`src/rtl/pll_reset_sequencer.sv`:
```
// Sequences NUM_RESETS synchronous active-high resets off a synchronized PLL/MMCM LOCKED.
// Optional lock-timeout PLL reset pulse enabled by PLL_RESET_SEQUENCER_TIMEOUT_EN.
module pll_reset_sequencer #(
  parameter int unsigned NUM_RESETS    = 4,
  parameter int unsigned SYNC_STAGES   = 2,
  parameter int unsigned STABLE_CYCLES = 1024,
  parameter int unsigned RELEASE_GAP   = 16
`ifdef PLL_RESET_SEQUENCER_TIMEOUT_EN
  ,
  parameter int unsigned LOCK_TIMEOUT   = 131072,
  parameter int unsigned PLL_RST_CYCLES = 64
`endif
) (
  input  logic                  clk,
  input  logic                  rst,
  input  logic                  pll_lock_async,
  output logic                  pll_rst,
  output logic [NUM_RESETS-1:0] rst_out,
  output logic                  ready,
  output logic [7:0]            lock_loss_count
);

  localparam int unsigned STABLE_W = $clog2(STABLE_CYCLES + 1);
  localparam int unsigned GAP_W    = $clog2(RELEASE_GAP + 1);
  localparam int unsigned IDX_W    = $clog2(NUM_RESETS + 1);
`ifdef PLL_RESET_SEQUENCER_TIMEOUT_EN
  localparam int unsigned TO_W     = $clog2(LOCK_TIMEOUT + 1);
  localparam int unsigned PULSE_W  = $clog2(PLL_RST_CYCLES + 1);
`endif

  typedef enum logic [2:0] {
    WAIT_LOCK = 3'd0,
    STABLE    = 3'd1,
    RELEASE   = 3'd2,
    RUNNING   = 3'd3,
    PLL_RESET = 3'd4
  } state_t;

  state_t                state_q, state_d;
  logic [SYNC_STAGES-1:0] sync_q;
  logic                  lock_s;
  logic [STABLE_W-1:0]   stable_q, stable_d;
  logic [GAP_W-1:0]      gap_q, gap_d;
  logic [IDX_W-1:0]      idx_q, idx_d;
  logic [NUM_RESETS-1:0] rst_out_q, rst_out_d;
  logic                  ready_q, ready_d;
  logic [7:0]            loss_q, loss_d;
  logic                  start_release;
  logic                  lose;
`ifdef PLL_RESET_SEQUENCER_TIMEOUT_EN
  logic [TO_W-1:0]       timeout_q, timeout_d;
  logic [PULSE_W-1:0]    pulse_q, pulse_d;
  logic                  pll_rst_q, pll_rst_d;
`endif

  // Lock synchronizer; cleared by rst so lock is always re-qualified from scratch
  always_ff @(posedge clk) begin
    if (rst) sync_q <= '0;
    else     sync_q <= {sync_q[SYNC_STAGES-2:0], pll_lock_async};
  end
  assign lock_s = sync_q[SYNC_STAGES-1];

  always_comb begin
    state_d       = state_q;
    stable_d      = stable_q;
    gap_d         = gap_q;
    idx_d         = idx_q;
    rst_out_d     = rst_out_q;
    ready_d       = ready_q;
    loss_d        = loss_q;
    start_release = 1'b0;
    lose          = 1'b0;
`ifdef PLL_RESET_SEQUENCER_TIMEOUT_EN
    // Timeout and pulse counters only advance in their own state, so they restart on every entry
    timeout_d     = '0;
    pulse_d       = '0;
    pll_rst_d     = 1'b0;
`endif

    case (state_q)
      WAIT_LOCK: begin
        rst_out_d = '1;
        ready_d   = 1'b0;
        if (lock_s) begin
          if (STABLE_CYCLES == 1) begin
            start_release = 1'b1;
          end else begin
            state_d  = STABLE;
            stable_d = STABLE_W'(1);
          end
        end
`ifdef PLL_RESET_SEQUENCER_TIMEOUT_EN
        else if (timeout_q == TO_W'(LOCK_TIMEOUT - 1)) begin
          state_d   = PLL_RESET;
          pll_rst_d = 1'b1;
        end else begin
          timeout_d = timeout_q + TO_W'(1);
        end
`endif
      end
      STABLE: begin
        if (!lock_s) begin
          state_d  = WAIT_LOCK;
          stable_d = '0;
        end else if (stable_q == STABLE_W'(STABLE_CYCLES - 1)) begin
          start_release = 1'b1;
        end else begin
          stable_d = stable_q + STABLE_W'(1);
        end
      end
      RELEASE: begin
        if (!lock_s) begin
          lose = 1'b1;
        end else if (gap_q == GAP_W'(RELEASE_GAP - 1)) begin
          rst_out_d = rst_out_q & ~(NUM_RESETS'(1) << idx_q);
          gap_d     = '0;
          if (idx_q == IDX_W'(NUM_RESETS - 1)) begin
            state_d = RUNNING;
            ready_d = 1'b1;
          end else begin
            idx_d = idx_q + IDX_W'(1);
          end
        end else begin
          gap_d = gap_q + GAP_W'(1);
        end
      end
      RUNNING: begin
        if (!lock_s) lose = 1'b1;
      end
`ifdef PLL_RESET_SEQUENCER_TIMEOUT_EN
      PLL_RESET: begin
        rst_out_d = '1;
        ready_d   = 1'b0;
        if (pulse_q == PULSE_W'(PLL_RST_CYCLES - 1)) begin
          state_d = WAIT_LOCK;
        end else begin
          pll_rst_d = 1'b1;
          pulse_d   = pulse_q + PULSE_W'(1);
        end
      end
`endif
      default: begin
        state_d   = WAIT_LOCK;
        rst_out_d = '1;
        ready_d   = 1'b0;
      end
    endcase

    // First release: bit 0 drops on the edge the stability window completes
    if (start_release) begin
      stable_d  = '0;
      gap_d     = '0;
      rst_out_d = ~NUM_RESETS'(1);
      if (NUM_RESETS == 1) begin
        state_d = RUNNING;
        ready_d = 1'b1;
        idx_d   = '0;
      end else begin
        state_d = RELEASE;
        idx_d   = IDX_W'(1);
      end
    end

    if (lose) begin
      state_d   = WAIT_LOCK;
      rst_out_d = '1;
      ready_d   = 1'b0;
      stable_d  = '0;
      gap_d     = '0;
      idx_d     = '0;
      if (loss_q != 8'hFF) loss_d = loss_q + 8'd1;
    end
  end

  always_ff @(posedge clk) begin
    if (rst) begin
      state_q   <= WAIT_LOCK;
      stable_q  <= '0;
      gap_q     <= '0;
      idx_q     <= '0;
      rst_out_q <= '1;
      ready_q   <= 1'b0;
      loss_q    <= '0;
`ifdef PLL_RESET_SEQUENCER_TIMEOUT_EN
      timeout_q <= '0;
      pulse_q   <= '0;
      pll_rst_q <= 1'b0;
`endif
    end else begin
      state_q   <= state_d;
      stable_q  <= stable_d;
      gap_q     <= gap_d;
      idx_q     <= idx_d;
      rst_out_q <= rst_out_d;
      ready_q   <= ready_d;
      loss_q    <= loss_d;
`ifdef PLL_RESET_SEQUENCER_TIMEOUT_EN
      timeout_q <= timeout_d;
      pulse_q   <= pulse_d;
      pll_rst_q <= pll_rst_d;
`endif
    end
  end

  assign rst_out         = rst_out_q;
  assign ready           = ready_q;
  assign lock_loss_count = loss_q;
`ifdef PLL_RESET_SEQUENCER_TIMEOUT_EN
  assign pll_rst         = pll_rst_q;
`else
  assign pll_rst         = 1'b0;
`endif

endmodule

```
`config.mk`:
```
export PLATFORM = sky130hd
export DESIGN_NAME = pll_reset_sequencer
export DESIGN_NICKNAME = d
export VERILOG_FILES = /design/src/rtl/pll_reset_sequencer.sv
export SDC_FILE = /design/constraint.sdc
export NUM_CORES = 1
export LEC_CHECK = 0
export BUFFER_PORTS_ARGS = -buffer_cell sky130_fd_sc_hd__buf_2
export CORE_UTILIZATION = 31
export CTS_CLUSTER_DIAMETER = 200
export DETAILED_ROUTE_END_ITERATION = 10
export PLACE_DENSITY = 0.43
export SLEW_MARGIN = 30
export SYNTH_ARGS = -nofsm -noshare
export SYNTH_HDL_FRONTEND = slang
export SYNTH_SLANG_ARGS = --single-unit
```
`constraint.sdc`:
```
create_clock -name clk -period 2.1 [get_ports clk]
set_input_delay 0.63 -clock clk [delete_from_list [all_inputs] [get_ports clk]]
set_output_delay 0.63 -clock clk [all_outputs]
set_load 0.05 [all_outputs]
```
==> flow_summary.yaml <==
global_routing:
  grt_start_max_net_pins: 19
  grt.overflow.total: 0
  grtUsageTotal: 0.142
  grt_pass1_vias: 1523
  grt_pass1_wl_um: 7040
  antenna_found_initial: 0
placement:
  placed_area_sq_mm: 0.00203
  place_ws_ns: 0.224
  placed_cells: 296
  port_buffers: 15
  gp_congestion: 0.707
  dp.final_hpwl_um: 2950
clock_tree:
  ctsResizeCount: 0
  cts_max_path_buffers: 2
  cts-root-buf: "clkbuf_8"
  postCtsSetupBuffers: 0
  path_clk_slew_ns: 0.08
  tritoncts: "built"
  ctsHoldBuffers: 0
  clock_latency_ns: 0.29
  cts_buffers: 5
  htree_levels: 2
  cts.sinks: 36
detailed_routing:
  finalWirelength_um: 4160
  drc_errors: 0
  drt_iter0_drc: 53
  top_layer: "met4"
  wl_met2_um: 2060
  viasPerCell: 5.25
  dr_total_vias: 1595
  wl_met3_um: 96
  firstDrtPassIters: 4
  wl_per_cell_um: 13.7
  ant_nets: 0
  met1_length_um: 1950
synthesis:
  syn_nets: 224
  synth_ff_type: "dfxtp_1"
  syn_area_sq_mm: 0.00188
  ys_seq_area_frac: 0.384
  synth_edf_count: 0
  ys_seq_elements: 36
  synth-async-reset-ratio: 0
  yosysWarnings: 0
  syn_area_per_cell_sq_um: 8.81
  post_synth_num_cell_types: 53
  netlist_instances: 213
hold_path:
  min_path_cells: 1
  holdCritPathClass: "flop to flop"
  min_to: "sync_q[1]$_SDFF_PP0_"
  hold_start: "sync_q[0]$_SDFF_PP0_"
timing:
  period_minus_slack_ns: 1.87
  layout_setup_ws_ns: 0.228
  finalSetupViolCount: 0
  skew_ns: 0.00666
  hold_ws_ns: 0.442
  finalCritPeriodShare: 0.891
  hold_viol: 0
  tns_ns: 0
  finalMaxSlewViolations: 0
  rsz0062_at_grt: "false"
  max_freq_mhz: 534
power:
  vdd_drop_max_v: 0.000364
  power.density_mw_per_mm2: 634
  power_leakage_nw: 0.739
die:
  die_area_sq_mm: 0.00637
  rows: 27
  core_sq_mm: 0.00568
  die_h_um: 79.8
  start_util: 0.331
  die_w_um: 79.8
  io_pins: 17
final_layout:
  antenna_cells: 0
  final_cell_count_no_fill: 304
  drive_gt1_frac: 0.190
  mostFrequentLayoutCell: "dfxtp_1"
  syn_to_final_growth_pct: 14.3
  final_cell_mix: "dfxtp_1, nor2_1, a21oi_1"
  finalInstanceArea_sq_mm: 0.00214
  final_nets: 242
worst_setup_path:
  startpoint: "stable_q[0]$_SDFFE_PP0P_"
  cp-end-kind: "flop"
  critPathKind: "flop to flop"
  cp.arrival_ns: 2.11
  timing.rr.end: "rst_out[2]$_SDFFE_PP1P_"
  cp-start-kind: "flop"
  rr_startpoint: "stable_q[0]$_SDFFE_PP0P_"
  ff2ff_path_depth: 5
  required_ns: 2.34
  crit_slowest_cell: "or4_4"
  ff2ff_setup_slack_ns: 0.23
  crit_chain: "ha_1, nand3_1, or4_4, o21bai_4, a211o_2"
  crit_fanout: 13
  max_stage_delay_ns: 0.55
flow_run:
  cap_violations: 0
run_status:
  outcome: "completed"
[registers in the layout (all words and copies together) (netlist names)]
signal and count:
sync_q 2, state_q 2, rst_out 4, gap_q 5, stable_q 11, lock_loss_count 8, ready 1, idx_q 3
[kinds of logic after synthesis]
| family | count (synthesis) | synth area share |
|---|---|---|
| compound gates | 49 | 0.177 |
| xor+xnor | 6 | 0.0280 |
| fa+ha+maj | 8 | 0.0533 |
| buf+inv | 18 | 0.0500 |
| flops | 36 | 0.384 |
| mux | 5 | 0.0273 |
| other cells | 1 | 0.00200 |
| simple gates | 90 | 0.278 |
[through the flow]
step	total power, W	utilization
finish	0.00136	0.378
global route	0.00141	0.378
CTS	0.00137	0.378
detailed placement	0.000749	0.358
global placement	0.000748	0.358
floorplan	0.000739	-
[Yosys cell counts, types with 3 or more instances]
cell | count | area share
a211o_2 | 3 | 0.016
a21oi_1 | 17 | 0.045
buf_2 | 3 | 0.0080
clkbuf_1 | 4 | 0.0080
dfxtp_1 | 36 | 0.38
ha_1 | 8 | 0.053
inv_1 | 7 | 0.014
mux2i_1 | 4 | 0.021
nand2_1 | 12 | 0.024
nand2b_1 | 6 | 0.020
nand3_1 | 8 | 0.021
nand3b_1 | 4 | 0.016
nand4_1 | 4 | 0.013
nor2_1 | 21 | 0.042
nor2b_1 | 4 | 0.013
nor3_1 | 4 | 0.011
o21ai_0 | 8 | 0.021
o31ai_1 | 4 | 0.016
or3_1 | 7 | 0.023
xnor2_1 | 5 | 0.023
[power by group]
group	internal [W]	switching (W)	total [W]
logic	0.0000141	0.0000291	0.0000432
registers	0.000685	0.00000377	0.000689
clock network	0.000352	0.000275	0.000627
total	0.00105	0.000308	0.00136
[per-layer routing]
layer | global-route usage | vias up
met5 | 0 | -
met2 | 0.248 | 19
met1 | 0.167 | 756
li1 | - | 813
met4 | 0.0589 | 0
met3 | 0.0309 | 7
[how the worst max path moves through the flow]
stage / slack [ns] / end
6_report: 0.23 / rst_out[2]$_SDFFE_PP1P_
5_1_grt: 0.11 / gap_q[0]$_SDFFE_PP0P_
3_3_place_gp: 0.27 / gap_q[4]$_SDFFE_PP0P_
3_5_place_dp: 0.22 / idx_q[1]$_SDFFE_PP0P_
4_1_cts: 0.20 / gap_q[2]$_SDFFE_PP0P_
2_1_floorplan: 0.38 / lock_loss_count[7]$_SDFFE_PP0P_
[critical path: cells and delay by family (launching register included)]
kind	cells	cell delay, ns
simple gates	2	0.70
compound gates	2	0.51
flops	1	0.41
fa+ha+maj	1	0.19
[cell type report]
cell class                      count  area [sq um]
Sequential cell                    36           721
Multi-Input combinational cell    159          1070
Inverter                            7          26.3
Clock buffer                        5          68.8
Fill cell                         603          3530
Clock inverter                      3          42.5
Timing Repair Buffer               22           128
Tap cell                           72          90.1
Power figures use the tool's default switching activity.
